`config.mk`:
```
export PLATFORM = sky130hd
export DESIGN_NAME = int_req_ctrl
export DESIGN_NICKNAME = d
export VERILOG_FILES = /design/src/rtl/int_req_ctrl.sv
export SDC_FILE = /design/constraint.sdc
export NUM_CORES = 1
export LEC_CHECK = 0
export BUFFER_PORTS_ARGS = -buffer_cell sky130_fd_sc_hd__clkbuf_2
export CAP_MARGIN = 5
export CORE_MARGIN = 1.5
export CORE_UTILIZATION = 42
export CTS_CLUSTER_SIZE = 16
export DETAILED_ROUTE_END_ITERATION = 8
export SETUP_SLACK_MARGIN = 0.3
export SLEW_MARGIN = 20
export SYNTH_ARGS = -nofsm -noshare
export SYNTH_HDL_FRONTEND = slang
export SYNTH_SLANG_ARGS = --single-unit
```
`constraint.sdc`:
```
create_clock -name clk -period 2.2 [get_ports clk]
set_input_delay 0.44 -clock clk [delete_from_list [all_inputs] [get_ports clk]]
set_output_delay 0.44 -clock clk [all_outputs]
set_load 0.1 [all_outputs]
```
`src/rtl/int_req_ctrl.sv`:
```
// Multi-source interrupt front end: synchronise, edge-detect, pend, mask, pick lowest index,
// pulse INT and track the INTA/eret handshake. Optional ack timeout: INT_ACK_TIMEOUT_EN.
module int_req_ctrl #(
   parameter int unsigned N_SRC       = 8,
   parameter int unsigned SYNC_STAGES = 2,
   parameter int unsigned PULSE_W     = 2,
   parameter int unsigned ACK_TIMEOUT = 64
) (
   input  logic                     clk,
   input  logic                     rst,
   input  logic [N_SRC-1:0]         irq_in,
   input  logic                     mask_we,
   input  logic [N_SRC-1:0]         mask_wdata,
   input  logic                     INTA,
   input  logic                     eret,
   output logic                     INT,
   output logic [$clog2(N_SRC)-1:0] irq_id,
   output logic [N_SRC-1:0]         pending,
   output logic [N_SRC-1:0]         mask,
   output logic                     busy
);

   localparam int unsigned IdW    = $clog2(N_SRC);
   localparam int unsigned CntMax = (ACK_TIMEOUT > PULSE_W) ? ACK_TIMEOUT : PULSE_W;
   localparam int unsigned CntW   = $clog2(CntMax + 1);

   typedef enum logic [1:0] {
      StIdle,
      StAssert,
      StWaitAck,
      StInService
   } state_e;

   state_e             state_q, state_d;
   logic [N_SRC-1:0]   sync_q [SYNC_STAGES];
   logic [N_SRC-1:0]   prev_q;
   logic [N_SRC-1:0]   pending_q, pending_d;
   logic [N_SRC-1:0]   mask_q, mask_d;
   logic [IdW-1:0]     irq_id_q, irq_id_d;
   logic               int_q, int_d;
   logic               busy_q, busy_d;
   logic [CntW-1:0]    cnt_q, cnt_d;

   logic [N_SRC-1:0]   rise;
   logic [N_SRC-1:0]   eligible;
   logic [N_SRC-1:0]   clr;
   logic [IdW-1:0]     winner;

   always_comb begin
      rise     = sync_q[SYNC_STAGES-1] & ~prev_q;
      eligible = pending_q & ~mask_q;
      // Scan downwards so the lowest set index is the last one written.
      winner   = '0;
      for (int i = N_SRC - 1; i >= 0; i--) begin
         if (eligible[i]) begin
            winner = IdW'(i);
         end
      end
   end

   always_comb begin
      state_d  = state_q;
      int_d    = int_q;
      irq_id_d = irq_id_q;
      cnt_d    = cnt_q;
      clr      = '0;

      unique case (state_q)
         StIdle: begin
            if (|eligible) begin
               state_d  = StAssert;
               irq_id_d = winner;
               int_d    = 1'b1;
               cnt_d    = '0;
            end
         end
         StAssert: begin
            if (INTA) begin
               state_d = StInService;
               int_d   = 1'b0;
               clr     = N_SRC'(1) << irq_id_q;
            end else if (cnt_q == CntW'(PULSE_W - 1)) begin
               state_d = StWaitAck;
               int_d   = 1'b0;
               cnt_d   = '0;
            end else begin
               cnt_d = cnt_q + CntW'(1);
            end
         end
         StWaitAck: begin
            if (INTA) begin
               state_d = StInService;
               clr     = N_SRC'(1) << irq_id_q;
            end
`ifdef INT_ACK_TIMEOUT_EN
            // Give up on this delivery; pending stays set so IDLE re-arbitrates.
            else if (cnt_q == CntW'(ACK_TIMEOUT - 1)) begin
               state_d = StIdle;
            end else begin
               cnt_d = cnt_q + CntW'(1);
            end
`endif
         end
         StInService: begin
            if (eret) begin
               state_d = StIdle;
            end
         end
         default: begin
            state_d = StIdle;
            int_d   = 1'b0;
         end
      endcase

      // A rise landing on the same edge as the INTA clear keeps the bit set.
      pending_d = (pending_q & ~clr) | rise;
      mask_d    = mask_we ? mask_wdata : mask_q;
      busy_d    = (state_d != StIdle);
   end

   always_ff @(posedge clk) begin
      if (rst) begin
         for (int s = 0; s < int'(SYNC_STAGES); s++) begin
            sync_q[s] <= '0;
         end
         prev_q    <= '0;
         pending_q <= '0;
         mask_q    <= '0;
         irq_id_q  <= '0;
         int_q     <= 1'b0;
         busy_q    <= 1'b0;
         cnt_q     <= '0;
         state_q   <= StIdle;
      end else begin
         sync_q[0] <= irq_in;
         for (int s = 1; s < int'(SYNC_STAGES); s++) begin
            sync_q[s] <= sync_q[s-1];
         end
         prev_q    <= sync_q[SYNC_STAGES-1];
         pending_q <= pending_d;
         mask_q    <= mask_d;
         irq_id_q  <= irq_id_d;
         int_q     <= int_d;
         busy_q    <= busy_d;
         cnt_q     <= cnt_d;
         state_q   <= state_d;
      end
   end

   assign INT     = int_q;
   assign irq_id  = irq_id_q;
   assign pending = pending_q;
   assign mask    = mask_q;
   assign busy    = busy_q;

endmodule

```
==> impl_metrics.env, run 1 <==
export IMPL_status="finished clean"
export IMPL_avgSynthCellArea_um2=9.93
export IMPL_drtIter0Drc=90
export IMPL_ioPinCount=42
export IMPL_synth_main_ff_cell="dfxtp_1"
export IMPL_period_share=0.830
export IMPL_synthMuxAreaShare=0.0360
export IMPL_synth_top_family_by_area="simple AND/OR/NAND/NOR gates"
export IMPL_worstPathArrival_ns=2.07
export IMPL_path_max_fanout=14
export IMPL_r2r_end="cnt_q[5]$_SDFFE_PP0P_"
export IMPL_p_leak_nw=1.11
export IMPL_p_per_area_nw_per_um2=1000
export IMPL_numCtsBuffers=5
export IMPL_synth_xor_area_frac=0
export IMPL_first_pass_iters=4
export IMPL_start_util=0.435
export IMPL_wire_per_inst_um=12.2
export IMPL_synthAdderAreaFrac=0.0394
export IMPL_htree_levels=2
export IMPL_critPathKind="reg2reg"
export IMPL_grtUsageTotal=0.152
export IMPL_layout_drive_gt1_share=0.341
export IMPL_post_dp_hpwl_um=2980
export IMPL_min_period_ns=1.83
export IMPL_clk_pin_slew_ns=0.10
export IMPL_seqPwrFrac=0.415
export IMPL_crit_path_start_kind="flop"
export IMPL_synth_warning_count=0
export IMPL_rrSetupSlack_ns=0.37
export IMPL_crit_path_end_kind="flop"
export IMPL_area_delta_synth_final_pct=21.7
export IMPL_antenna_cells=0
export IMPL_grt_pass1_wl_um=6560
export IMPL_cts_tree="done"
export IMPL_place_congestion=0.788
export IMPL_synth_compound_gate_area_share=0.149
export IMPL_pwr_share_clk=0.224
export IMPL_yosysTopAreaCellShare=0.486
export IMPL_antenna_found_initial=0
export IMPL_die_y_um=75.8
export IMPL_grt_pass1_vias=1387
export IMPL_syn_num_nets=252
export IMPL_holdBufCountCts=0
export IMPL_worst_slew_margin_rel=0.592
export IMPL_slew_viol_final=0
export IMPL_n_fill_cell=480
export IMPL_hold_class="in2reg"
export IMPL_detail_route_vias_per_cell=4.84
export IMPL_p_comb_frac=0.361
export IMPL_syn_area_um2=2220
export IMPL_intPower_mw=1.66
export IMPL_cts_sinks=54
export IMPL_grt_overflow_total=0
export IMPL_rows=26
export IMPL_dieArea_um2=5740
export IMPL_worstSkewPairLatency_ns=0.30
export IMPL_required_ns=2.44
export IMPL_ctsLongestPathBuffers=2
export IMPL_synthArstFlopShare=0
export IMPL_final_cell_area_um2=2710
export IMPL_drcViolationCount=0
export IMPL_yosysSeqAreaShare=0.486
export IMPL_pre_cts_slack_ns=0.270
export IMPL_r2r_cells=6
export IMPL_synth_simple_area_share=0.250
export IMPL_synthCells=224
export IMPL_setup_viol=0
export IMPL_rsz0062_at_grt="false"
export IMPL_finalHoldViolations=0
export IMPL_portBuffers=41
export IMPL_min_delay_worst_endpoint="sync_q[0][2]$_SDFF_PP0_"
export IMPL_final_cell_mix="clkbuf_2, dfxtp_1, nor2b_1, nor2_1, a21oi_1"
export IMPL_timing_final_ws_setup_ns=0.373
export IMPL_hp_start="irq_in[2]"
export IMPL_placed_cell_area_um2=2560
export IMPL_synth_edf_count=0
export IMPL_r2r_start="pending[6]$_SDFF_PP0_"
export IMPL_worstMarginPinSlew_ns=0.612
export IMPL_setup_tns_final_ns=0
export IMPL_max_cap_viol_count=0
export IMPL_vias=1647
export IMPL_die_x_um=75.8
export IMPL_postRouteWirelength_um=4140
export IMPL_synth_cell_types=42
export IMPL_grt_max_degree=30
export IMPL_cts_root_buf="clkbuf_8"
export IMPL_nets=297
export IMPL_max_clock_freq_mhz=547
export IMPL_synth_seq_cells=54
export IMPL_swShare=0.387
export IMPL_fin_skew_ns=0.00915
export IMPL_core_area_um2=5110
export IMPL_hold_path_depth=2
export IMPL_peakVddDrop_v=0.000494
export IMPL_ys_top_cells_by_area="dfxtp_1, nor2b_1, ha_1"
export IMPL_drtAntennaViolNets=0
export IMPL_synth_top_area_cell="dfxtp_1"
export IMPL_switchingPower_mw=1.05
export IMPL_final_common_cell="clkbuf_2"
[sequential cells by signal, indices dropped and copies added (netlist names)]
name and flops:
sync_q 16, mask 8, pending 8, prev_q 8
cnt_q 7, irq_id 3, state_q 2, INT 1
busy 1
[critical path, cell delays in order (launching register included)]
cell,delay [ns]
dfxtp_4,0.37
or2b_4,0.26
or4b_4,0.24
o311ai_4,0.09
buf_6,0.16
or4_1,0.52
a21oi_2,0.14
[repair_timing]
action / 4_1_cts / 5_1_grt
setup buffers: 0 / 0
pin swaps: 0 / 0
resized for setup: 1 / 9
endpoints found under the setup margin: 4 / 7
[layer usage]
layer	GRT usage	up-vias	routed length, µm	part of all wire
met2	0.222	28	1820	0.44
met4	0.0417	0	37	0.0089
met3	0.0397	5	122	0.029
met5	0	-	0	0
li1	-	864	-	-
met1	0.220	750	2160	0.52
[stage by stage]
step           cells  total power, mW  hold WS [ns]  utilization
3_5_place_dp     332             2.07         0.422        0.502
3_3_place_gp     332             2.07         0.421        0.502
5_1_grt          340             2.87         0.338        0.530
2_1_floorplan    224             1.89         0.414            -
4_1_cts          340             2.68         0.338        0.523
6_report         340             2.71         0.345        0.530
[kinds of logic (layout without fill, tap and decap cells)]
group                    Yosys count  in the layout
AND/OR/NAND/NOR                   89             89
multiplexers                       8              8
buffers and inverters             17             63
AO/OA/AOI/OAI                     49             49
adder cells (fa/ha/maj)            7              7
flip-flops                        54             54
[final cells by class]
class	instances	area (µm²)	area share
multi-input cells	153	1090	0.404
inverters	8	30.0	0.0111
flip-flops and latches	54	1130	0.419
clock inverters	1	8.76	0.00324
clock buffers	7	97.6	0.0361
well taps	70	87.6	0.0324
repair buffers	47	254	0.0939
[power by group through the flow]
| stage | clock (mW) | combinational (mW) | sequential, mW |
|---|---|---|---|
| 2_1_floorplan | 0 | 0.436 | 1.46 |
| 3_3_place_gp | 0 | 0.932 | 1.14 |
| 3_5_place_dp | 0 | 0.930 | 1.14 |
| 4_1_cts | 0.628 | 0.933 | 1.12 |
| 5_1_grt | 0.670 | 1.06 | 1.14 |
| 6_report | 0.607 | 0.975 | 1.12 |
[worst max-delay path by stage]
| stage | startpoint | end | slack, ns | cells after the start |
|---|---|---|---|---|
| after global placement | state_q[1]$_SDFF_PP0_ | cnt_q[5]$_SDFFE_PP0P_ | 0.32 | 7 |
| after global routing | pending[6]$_SDFF_PP0_ | cnt_q[6]$_SDFFE_PP0P_ | 0.32 | 6 |
| after CTS | state_q[0]$_SDFF_PP0_ | cnt_q[5]$_SDFFE_PP0P_ | 0.31 | 7 |
| after detailed placement | state_q[1]$_SDFF_PP0_ | cnt_q[5]$_SDFFE_PP0P_ | 0.27 | 7 |
| final | pending[6]$_SDFF_PP0_ | cnt_q[5]$_SDFFE_PP0P_ | 0.37 | 6 |
| after floorplan | pending[6]$_SDFF_PP0_ | cnt_q[2]$_SDFFE_PP0P_ | 0.26 | 6 |
[cells in the mapped netlist (all sizes together), types with 3 or more instances]
master  instances
o31ai           3
o21ai          14
buf             3
nor2           16
nand3           3
mux2i           8
clkbuf          6
a21oi          20
dfxtp          54
nand2           7
or4b            3
ha              7
inv             8
nand2b         11
or4             4
nor2b          30
No activity file was read; power rests on OpenSTA's default activity.
==> inputs of run 2 (changes only) <==
- ABC_AREA: not set -> 1
- PLACE_DENSITY: not set -> 0.66
- clock period: 2.2 -> 1.6 ns (I/O delays scaled with it)
==> run 2 against run 1 <==
Net effect: via count rose by 17%; combinational power rose by 70%; power rose by 52%; sequential power rose by 49%; sequential share of layout area fell by 5.0 points; sequential cell count did not move; final area rose by 17%; critical path type unchanged; critical endpoint is now cnt_q[2]$_SDFFE_PP0P_.
==> impl_metrics.env, run 2 <==
export IMPL_status="finished clean"
export IMPL_final_cell_mix="nor2_1, nand2_1, inv_1, dfxtp_1, clkbuf_8"
export IMPL_cts_root_buf="clkbuf_8"
export IMPL_synth_warning_count=0
export IMPL_peakVddDrop_v=0.000540
export IMPL_final_common_cell="nor2_1"
export IMPL_crit_buf_inv=2
export IMPL_die_x_um=76.0
export IMPL_holdBufCountCts=0
export IMPL_crit_path_start_kind="flop"
export IMPL_area_delta_synth_final_pct=40.9
export IMPL_cpLargestDelayFamily="flip-flops"
export IMPL_numCtsBuffers=5
export IMPL_worstMarginPinSlew_ns=0.388
export IMPL_cts_tree="done"
export IMPL_portBuffers=41
export IMPL_vias=1933
export IMPL_clk_pin_slew_ns=0.10
export IMPL_synthTopCellsByCount="dfxtp_1, nand2_1, inv_1, nor2_1"
export IMPL_drcViolationCount=0
export IMPL_pre_cts_slack_ns=0.0660
export IMPL_antenna_cells=0
export IMPL_synth_seq_cells=54
export IMPL_ioPinCount=42
export IMPL_hp_start="irq_in[3]"
export IMPL_ys_top_cells_by_area="dfxtp_1, nand2_1, inv_1"
export IMPL_drtIter0Drc=99
export IMPL_dieArea_um2=5780
export IMPL_grt_max_degree=26
export IMPL_post_dp_hpwl_um=3070
export IMPL_core_area_um2=5140
export IMPL_synth_main_ff_cell="dfxtp_1"
export IMPL_p_per_area_nw_per_um2=1300
export IMPL_first_pass_iters=4
export IMPL_yosysMostFrequentCell="dfxtp_1"
export IMPL_drtAntennaViolNets=0
export IMPL_start_util=0.436
export IMPL_cpMaxStageDelayCell="dfxtp_4"
export IMPL_wire_per_inst_um=10.6
export IMPL_min_period_ns=1.32
export IMPL_grt_overflow_total=0
export IMPL_postRouteWirelength_um=4490
export IMPL_worst_slew_margin_rel=0.741
export IMPL_worstPathArrival_ns=1.52
export IMPL_detail_route_vias_per_cell=4.58
export IMPL_ctsLongestPathBuffers=2
export IMPL_rrSetupSlack_ns=0.28
export IMPL_cts_sinks=54
export IMPL_period_share=0.825
export IMPL_max_clock_freq_mhz=758
export IMPL_rsz0062_at_grt="true"
export IMPL_r2r_start="state_q[1]$_SDFF_PP0_"
export IMPL_startpoint="state_q[1]$_SDFF_PP0_"
export IMPL_grt_pass1_wl_um=7650
export IMPL_fin_skew_ns=0.0116
export IMPL_yosysSeqAreaShare=0.482
export IMPL_regMostFlops="sync_q"
export IMPL_grtUsageTotal=0.161
export IMPL_syn_area_um2=2240
export IMPL_place_congestion=0.809
export IMPL_crit_path_end_kind="flop"
export IMPL_setup_viol=0
export IMPL_grt_pass1_vias=1742
export IMPL_p_leak_nw=1.47
export IMPL_layout_drive_gt1_share=0.409
export IMPL_rows=26
export IMPL_critPathKind="reg2reg"
export IMPL_synthCells=300
export IMPL_critPathMaxStageDelay_ns=0.39
export IMPL_antenna_found_initial=0
export IMPL_syn_num_nets=328
export IMPL_htree_levels=2
export IMPL_worstSkewPairLatency_ns=0.31
export IMPL_synth_edf_count=0
export IMPL_path_max_fanout=7
export IMPL_synthArstFlopShare=0
export IMPL_timing_final_ws_setup_ns=0.280
export IMPL_path_cells="inv_6 -> ha_4 -> nand2_2 -> inv_2 -> a21oi_4 -> nand2_8 -> o21ai_2 -> nor2_1"
export IMPL_max_cap_viol_count=0
export IMPL_setup_tns_final_ns=0
export IMPL_finalHoldViolations=0
export IMPL_largest_register_ff_count=16
export IMPL_yosysTopAreaCellShare=0.482
export IMPL_synth_top_area_cell="dfxtp_1"
export IMPL_avgSynthCellArea_um2=7.47
export IMPL_required_ns=1.80
export IMPL_nets=379
export IMPL_synth_cell_types=27
export IMPL_hold_class="in2reg"
export IMPL_die_y_um=76.0
export IMPL_slew_viol_final=0
run 2: changes by cell type after synthesis, sizes merged, moves of 4 or more:
cell	previous run	this run
mux2i	8	0
o22ai	0	4
or4	4	0
nand2b	11	0
nand3	3	16
inv	8	53
nor2	16	54
nand2	7	60
nor2b	30	0
run 2: tightest hold or removal path, stage by stage:
cell	delay (ns)
clkbuf_2	0.08
inv_1	0.04
nor2_1	0.03
run 2: final timing paths:
kind	end	cells after the start
setup / recovery	cnt_q[2]$_SDFFE_PP0P_	8
hold / removal	sync_q[0][3]$_SDFF_PP0_	3
setup reg to reg	cnt_q[2]$_SDFFE_PP0P_	8
hold reg to reg	sync_q[0][15]$_SDFF_PP0_	2
run 2: cell type report:
class                           instances  area, µm²
Tap cell                               70       87.6
Timing Repair Buffer                   52        495
Sequential cell                        54       1160
Clock buffer                            5       68.8
Fill cell                             468       1980
Inverter                               54        221
Multi-Input combinational cell        184       1090
Clock inverter                          3       28.8
run 2: kinds of logic after synthesis:
logic type | after synthesis | share of synthesized area
AOI/OAI and AO/OA | 43 | 0.112
xor gates and xnor gates | 1 | 0.00391
adders and majority gates | 7 | 0.0391
buffers and inverters | 62 | 0.107
DFF | 54 | 0.482
and+or+nand+nor | 133 | 0.255
run 2: report_power, final:
group / internal [mW] / switching (mW) / total [mW]
Clock: 0.328 / 0.469 / 0.796
Combinational: 0.600 / 1.06 / 1.66
Sequential: 1.50 / 0.164 / 1.67
run 2: repair_timing:
item                       in CTS  in global routing
pin swaps                       5                 24
cloned                          0                  0
hold endpoints to repair        0                  0
gates resized for setup        64                 42
setup endpoints to repair      40                 20
buffers inserted                3                  5
run 2: stage by stage:
stage | hold WS, ns | power, mW | util | instance area (µm²) | std cells
after detailed placement | 0.393 | 2.90 | 0.505 | 2590 | 406
after global placement | 0.390 | 2.89 | 0.505 | 2590 | 406
final | 0.185 | 4.12 | 0.614 | 3160 | 422
after global routing | 0.181 | 4.37 | 0.614 | 3160 | 422
after CTS | 0.176 | 3.92 | 0.576 | 2960 | 417
after floorplan | 0.388 | 2.66 | - | 2320 | 300
run 2: per-layer routing:
| metal | up-vias | GRT usage | wire [µm] |
|---|---|---|---|
| met1 | 855 | 0.202 | 2070 |
| met5 | - | 0 | 0 |
| li1 | 1028 | - | - |
| met4 | 0 | 0.0444 | 50 |
| met3 | 6 | 0.0419 | 181 |
| met2 | 44 | 0.274 | 2190 |
